--- config.mk ---
export PLATFORM = sky130hd
export DESIGN_NAME = cpm_reg_fifo
export DESIGN_NICKNAME = d
export VERILOG_FILES = /design/src/rtl/cpm_reg_fifo_pkg.sv /design/src/rtl/cpm_reg_fifo_ptr.sv /design/src/rtl/cpm_reg_fifo.sv
export SDC_FILE = /design/constraint.sdc
export NUM_CORES = 1
export LEC_CHECK = 0
export CORE_ASPECT_RATIO = 0.5
export CORE_MARGIN = 2
export CORE_UTILIZATION = 36
export CTS_BUF_LIST = sky130_fd_sc_hd__clkbuf_2 sky130_fd_sc_hd__clkbuf_4 sky130_fd_sc_hd__clkbuf_8
export DETAILED_ROUTE_END_ITERATION = 8
export HOLD_SLACK_MARGIN = 0.06
export SETUP_SLACK_MARGIN = 0.2
export SLEW_MARGIN = 20
export SYNTH_ARGS = -nofsm -noshare
export SYNTH_HDL_FRONTEND = slang
export SYNTH_SLANG_ARGS = --single-unit
--- constraint.sdc ---
create_clock -name Clk -period 2.5 [get_ports Clk]
set_clock_uncertainty 0.1 [all_clocks]
set_input_delay 0.25 -clock Clk [delete_from_list [all_inputs] [get_ports Clk]]
set_output_delay 0.25 -clock Clk [all_outputs]
set_load 0.1 [all_outputs]
--- src/rtl/cpm_reg_fifo_pkg.sv ---
// Shared CPM definitions: default data width and a constant-foldable clog2.
package cpm_reg_fifo_pkg;

    localparam int unsigned CPM_DW = 8;

    // Ceiling log2, usable in parameter and port-width expressions.
    function automatic int unsigned cpm_clog2(input int unsigned n);
        int unsigned r;
        int unsigned v;
        r = 0;
        v = 1;
        while (v < n) begin
            v = v << 1;
            r = r + 1;
        end
        return r;
    endfunction

endpackage

--- src/rtl/cpm_reg_fifo_ptr.sv ---
// Wrapping AW-bit FIFO pointer with increment and synchronous clear.
module cpm_fifo_ptr #(
    parameter int unsigned AW = 2
) (
    input  logic          Clk,
    input  logic          Rst,
    input  logic          Clear,
    input  logic          Inc,
    output logic [AW-1:0] Ptr
);

    // Depth is a power of two, so natural binary rollover is the wrap.
    always_ff @(posedge Clk) begin
        if (Rst || Clear) begin
            Ptr <= '0;
        end else if (Inc) begin
            Ptr <= Ptr + AW'(1);
        end
    end

endmodule

--- src/rtl/cpm_reg_fifo.sv ---
// CPM capture FIFO: strobe-written flop storage drained over valid/ready,
// first-word-fall-through, with flush and sticky overflow.
module cpm_reg_fifo
    import cpm_reg_fifo_pkg::*;
#(
    parameter int unsigned DW    = CPM_DW,
    parameter int unsigned DEPTH = 4
) (
    input  logic                        Clk,
    input  logic                        Rst,
    input  logic                        Clear,
    input  logic                        WrEn,
    input  logic [DW-1:0]               DataIn,
    output logic                        Full,
    output logic                        RdValid,
    input  logic                        RdReady,
    output logic [DW-1:0]               DataOut,
    output logic [cpm_clog2(DEPTH):0]   Count,
    output logic                        Overflow
);

    localparam int unsigned AW = cpm_clog2(DEPTH);
    localparam int unsigned CW = AW + 1;

    logic [DW-1:0] mem [DEPTH];
    logic [AW-1:0] wr_ptr;
    logic [AW-1:0] rd_ptr;
    logic [CW-1:0] count_q;
    logic          overflow_q;
    logic          pop_c;
    logic          push_c;
    logic          drop_c;

    assign RdValid  = (count_q != '0);
    assign Full     = (count_q == CW'(DEPTH));
    assign Count    = count_q;
    assign Overflow = overflow_q;
    assign DataOut  = RdValid ? mem[rd_ptr] : '0;

    // A full FIFO still accepts a write when the head leaves in the same cycle.
    assign pop_c  = RdValid && RdReady;
    assign push_c = WrEn && (!Full || pop_c);
    assign drop_c = WrEn && Full && !pop_c;

    cpm_fifo_ptr #(.AW(AW)) u_wr_ptr (
        .Clk   (Clk),
        .Rst   (Rst),
        .Clear (Clear),
        .Inc   (push_c),
        .Ptr   (wr_ptr)
    );

    cpm_fifo_ptr #(.AW(AW)) u_rd_ptr (
        .Clk   (Clk),
        .Rst   (Rst),
        .Clear (Clear),
        .Inc   (pop_c),
        .Ptr   (rd_ptr)
    );

    // Storage is never reset; writes are suppressed during reset and flush.
    always_ff @(posedge Clk) begin
        if (!Rst && !Clear && push_c) begin
            mem[wr_ptr] <= DataIn;
        end
    end

    always_ff @(posedge Clk) begin
        if (Rst || Clear) begin
            count_q    <= '0;
            overflow_q <= 1'b0;
        end else begin
            if (push_c && !pop_c) begin
                count_q <= count_q + CW'(1);
            end else if (pop_c && !push_c) begin
                count_q <= count_q - CW'(1);
            end
            if (drop_c) begin
                overflow_q <= 1'b1;
            end
        end
    end

endmodule
# Yosys cells after proc, flatten, opt, wreduce, memory -nomap -nowiden
# Memories as Yosys holds them, arrays and structs flattened. A register that Yosys moved wholly into a read port is not among the register bits.
# Index checks and enable logic that the tools add are counted.
[op_classes]
addsub = 4
eq_ne = 1
muxes = 7
reduce_logical = 17
[op_table]
columns = ["cell", "n"]
rows = [
  ["1-bit logical AND", 8],
  ["8-bit two-way mux", 1],
  ["3-bit two-way mux", 2],
  ["1-bit zero test", 5],
  ["2-bit by 1-bit adder with 2-bit output, second input constant", 2],
  ["2-bit two-way mux", 2],
  ["3-bit by 1-bit adder with 3-bit output, second input constant", 1],
  ["3-bit == test, second input constant", 1],
  ["3-bit nonzero test", 1],
  ["3-bit by 1-bit subtractor with 3-bit output, second input constant", 1],
  ["1-bit logical OR", 2],
  ["1-bit two-way mux", 2],
  ["2-bit nonzero test", 1],
]
[totals]
regBits = 8
ramBits = 32
input_bits = 13
output_inout_bits = 14
word_cells = 34
mem_count = 1
[mem_list]
columns = ["name", "depth", "width", "rd", "rd_clocked_by_memory_dff", "write_ports", "line", "rtl"]
rows = [
  ["mem", 4, 8, 1, 1, 1, "cpm_reg_fifo.sv:25", "logic [DW-1:0] mem [DEPTH];"],
]

# Longest topological paths before layout
[depth]
depth_word = 8
mapped_depth = 8
depth_no_buf = 8

# Hierarchy
# Synthesis repeated with hierarchy kept, for this count alone.
[hier_totals]
hier_cells = 98
hier_area_um2 = 1645.3
[modules_own_cells]
columns = ["module", "n_inst", "cells_each", "area_per_inst_um2"]
rows = [
  ["cpm_reg_fifo", 1, 84, 1477.7],
  ["cpm_fifo_ptr", 2, 7, 83.8],
]

# Least setup slack after synthesis
# No wires, ideal clock.
[synth_timing]
path_kind = "register to register"
startpoint = "reg count_q[2] (netlist: Count[2])"
endpoint = "reg overflow_q (netlist: Overflow)"
arrival_time_ns = 3.751
t_required_ns = 2.326
path_slack_ns = -1.425
path_stages_with_launch = 4
path_buffers = 0
path_cell_list = "dfxtp_1 > nor3b_1 > a31oi_1 > nor2_1"
[synth_between]
word_cells_on_any_way = 6
classes_between = "eq/ne (1); reduce/logical (5)"
[synth_lines]
columns = ["element", "line", "rtl"]
rows = [
  ["start: declaration", "cpm_reg_fifo.sv:28", "logic [CW-1:0] count_q;"],
  ["start signal: assignment", "cpm_reg_fifo.sv:74", "count_q <= count_q + CW'(1);"],
  ["start signal: assignment", "cpm_reg_fifo.sv:76", "count_q <= count_q - CW'(1);"],
  ["3-bit == test", "cpm_reg_fifo.sv:35", "assign Full = (count_q == CW'(DEPTH));"],
  ["named net Full", "cpm_reg_fifo.sv:14", "output logic Full,"],
  ["1-bit logical AND (2 in series)", "cpm_reg_fifo.sv:43", "assign drop_c = WrEn && Full && !pop_c;"],
  ["end signal: assignment", "cpm_reg_fifo.sv:71", "overflow_q <= 1'b0;"],
  ["end signal: assignment", "cpm_reg_fifo.sv:79", "overflow_q <= 1'b1;"],
  ["end: declaration", "cpm_reg_fifo.sv:29", "logic overflow_q;"],
]
# The timed path passes the listed nets, and every way through them passes these cells.
# A chain may end at the register's enable or synchronous reset.

# Final worst setup path
[layout_timing]
startpoint = "reg count_q[1] (netlist: Count[1])"
endpoint = "reg count_q[2] (netlist: Count[2])"
[layout_between]
elab_chain_cells = 7
word_cells_on_any_way = 15
classes_between = "add/sub (2); eq/ne (1); mux (2); reduce/logical (10)"
[layout_lines]
columns = ["element"]
rows = [
  ["parallel branches: the longest is 7 deep, another holds 3-bit by 1-bit subtractor with 3-bit output"],
]
# Several ways; the timed one is not identified. The select of a mux whose other input is x is not followed.

==> flow_summary.toml <==
[outcome]
status = "completed"

[drt]
top_layer = "met4"
ant_nets = 0
met2_length_mm = 1.39
drtIter0Drc = 57
wl_per_cell_um = 14.7
routed_via_density = 4.60
routed-wl-met3_um = 120
wl_mm = 3.04
met1_length_mm = 1.45
drtPass1Iterations = 3
vias = 953
drc = 0

[pwr]
peakVddDrop_uv = 385
p_leak_uw = 0.000809
powerDensity_nw_per_um2 = 756
finalPower_uw = 1750

[run]
maxCapViolations = 0

[cts]
clk_pin_slew_ns = 0.07
cts_root_buffer = "clkbuf_8"
cts_tree = "built"
cts-htree-levels = 2
clock_latency_ns = 0.29
cts_setup_buffers = 0
clk_path_buf_depth = 2
cts_buffers = 5
clkSinkCount = 42

[timing]
period_needed_ns = 2.16
slew_headroom_pct = 68.4
worst_slack_ns = 0.343
fmax_mhz = 464
finalHoldViolCount = 0
final.period_utilization_pct = 86.3
setup_viol = 0
slew_violations = 0
tns_ns = 0
rsz0062_at_grt = "false"
worstMarginPinSlew_ns = 0.475

[grt]
grt_pass1_wl_mm = 4.72
grtUsageTotal_pct = 12.6
antenna_found_initial = 0
overflow = 0
grt_pass1_vias = 955
grt_max_degree = 14

[finish]
drive_above_1_share_pct = 38.3
utilization_pct = 51.2
area.sequential_um2 = 1170
final_area_um2 = 2320
areaGrowthSynthToFinish_pct = 32.6
n_antenna_cell = 0
nets = 159
n_fill_cell = 385
multi_input_area_um2 = 582

[floorplan]
die_area_um2 = 5470
coreArea_um2 = 4530
die_w_um = 103
num_rows = 17
die_h_um = 53.3
ios = 27
start_util_pct = 38.6

[setup_path]
critical_path.cell_chain = "o31ai_2 > ha_1 > inv_1 > fa_1 > xor2_1 > or3_1 > a21oi_1"
reg2regPathDepth = 7
critPathCapture = "Count[2]"
cp-start-kind = "flip-flop"
cp.arrival_ns = 2.27
startpoint = "Count[1]"
r2r-start = "Count[1]"
reg2reg_setup_slack_ns = 0.34
path_max_fanout = 8
crit_slowest_cell = "dfxtp_4"
r2r-end = "Count[2]"
endpoint_kind = "flip-flop"
critPathKind = "reg2reg"
max_stage_delay_ns = 0.39
crit_required_ns = 2.61

[synth]
synth_most_common_cell = "edfxtp_1"
synth-async-reset-ratio_pct = 0
synthFlopType = "edfxtp_1"
seq_area_frac_synth_pct = 66.4
yosys_warnings = 0
avgSynthCellArea_um2 = 16.2
ys_top_cells_by_area = "edfxtp_1 55%, dfxtp_1 11%, mux4_2 10%"
synth_fp_nets = 127
yosys.area.top_type = "edfxtp_1"
synth_enable_flop_cells = 32
yosys-top-cells-count = "32 x edfxtp_1, 10 x dfxtp_1, 8 x mux4_2, 8 x nor2b_1, 6 x nor2_1"
synth.distinct_cells = 30
synth-seq-cells = 42
netlist_instances = 108
netlist_area_um2 = 1750
synth_top_area_share_pct = 54.9

[place]
place_congestion = 0.766
pre_cts_slack_ns = 0.0768
numPortBuffers = 26
detailed_place_hpwl_mm = 2.04
placed_area_um2 = 2200

[min_path]
whs_path_depth = 2
min_path_type = "reg2reg"
## power by group
group / internal, µW / switching [µW]
combinational: 150 / 283
clock: 309 / 226
sequential: 764 / 21.4
## final cells by class
cell class / instances / area share (%)
multi-input cells: 56 / 25.1
clock inverters: 2 / 1.62
clock buffers: 6 / 3.29
flip-flops and latches: 42 / 50.5
repair buffers: 29 / 15.0
well taps: 66 / 3.56
inverters: 6 / 0.971
## how the worst min path moves through the flow
stage | startpoint | to
6_report | Overflow | Overflow
5_1_grt | Overflow | Overflow
4_1_cts | u_rd_ptr.Ptr[1] | flip-flop
3_5_place_dp | u_rd_ptr.Ptr[1] | flip-flop
3_3_place_gp | Overflow | Overflow
2_1_floorplan | DataIn[0] | mem[0][0]
## logic make-up after synthesis
family / Yosys count / synth area share, %
AOI/OAI and AO/OA: 9 / 3.50
muxes: 9 / 10.9
and+or+nand+nor: 29 / 10.6
xor gates and xnor gates: 3 / 1.50
buffers and inverters: 10 / 2.43
adders and majority gates: 6 / 4.72
DFF: 42 / 66.4
## metrics by stage
step	cells	hold WS (ns)
after floorplan	108	0.249
after global placement	199	0.368
after detailed placement	199	0.387
after CTS	207	0.400
after global routing	207	0.451
final	207	0.402
## timing repair
item	4_1_cts	5_1_grt
hold buffers	0	0
resized for setup	0	1
setup endpoints to repair	0	8
## cells in the final DEF (no fill, tap or decap)
cell	count
clkinvlp_4	1
dfxtp_2	2
ha_1	5
edfxtp_1	32
clkbuf_8	5
nor4b_2	1
or4b_4	1
fa_1	1
o21ai_1	1
buf_4	9
nor3b_4	1
inv_1	5
clkbuf_4	1
or2_1	1
nand3_1	1
inv_2	1
xor2_1	3
buf_12	8
nor3_2	1
o31ai_2	2
clkdlybuf4s50_1	12
or3_1	2
mux2i_1	1
a21oi_1	3
o21ai_0	2
bufinv_16	1
nor2_2	1
nor2_1	6
dfxtp_4	2
a31oi_1	1
and3_1	4
nand2_1	1
nand4_2	1
nor2b_2	8
mux4_2	8
dfxtp_1	6
## flip-flops by register name, summed over array words and instances, names as in the netlist, named ones only
register,flops
Overflow,1
u_wr_ptr.Ptr,2
mem,32
u_rd_ptr.Ptr,2
Count,3
## metal layers
layer,track usage (%),vias up
li1,-,466
met1,16.1,454
met2,19.2,25
met3,3.17,8
met4,8.00,0
met5,0,-
## critical path, delay by kind of cell (launching register included)
kind            cells  cell delay, ns
compound gates      2            0.48
xor+xnor            1            0.15
fa+ha+maj           2            0.61
buf+inv             1            0.06
flops               1            0.39
simple gates        1            0.30
Note: power is estimated with default switching activity, not from simulation.
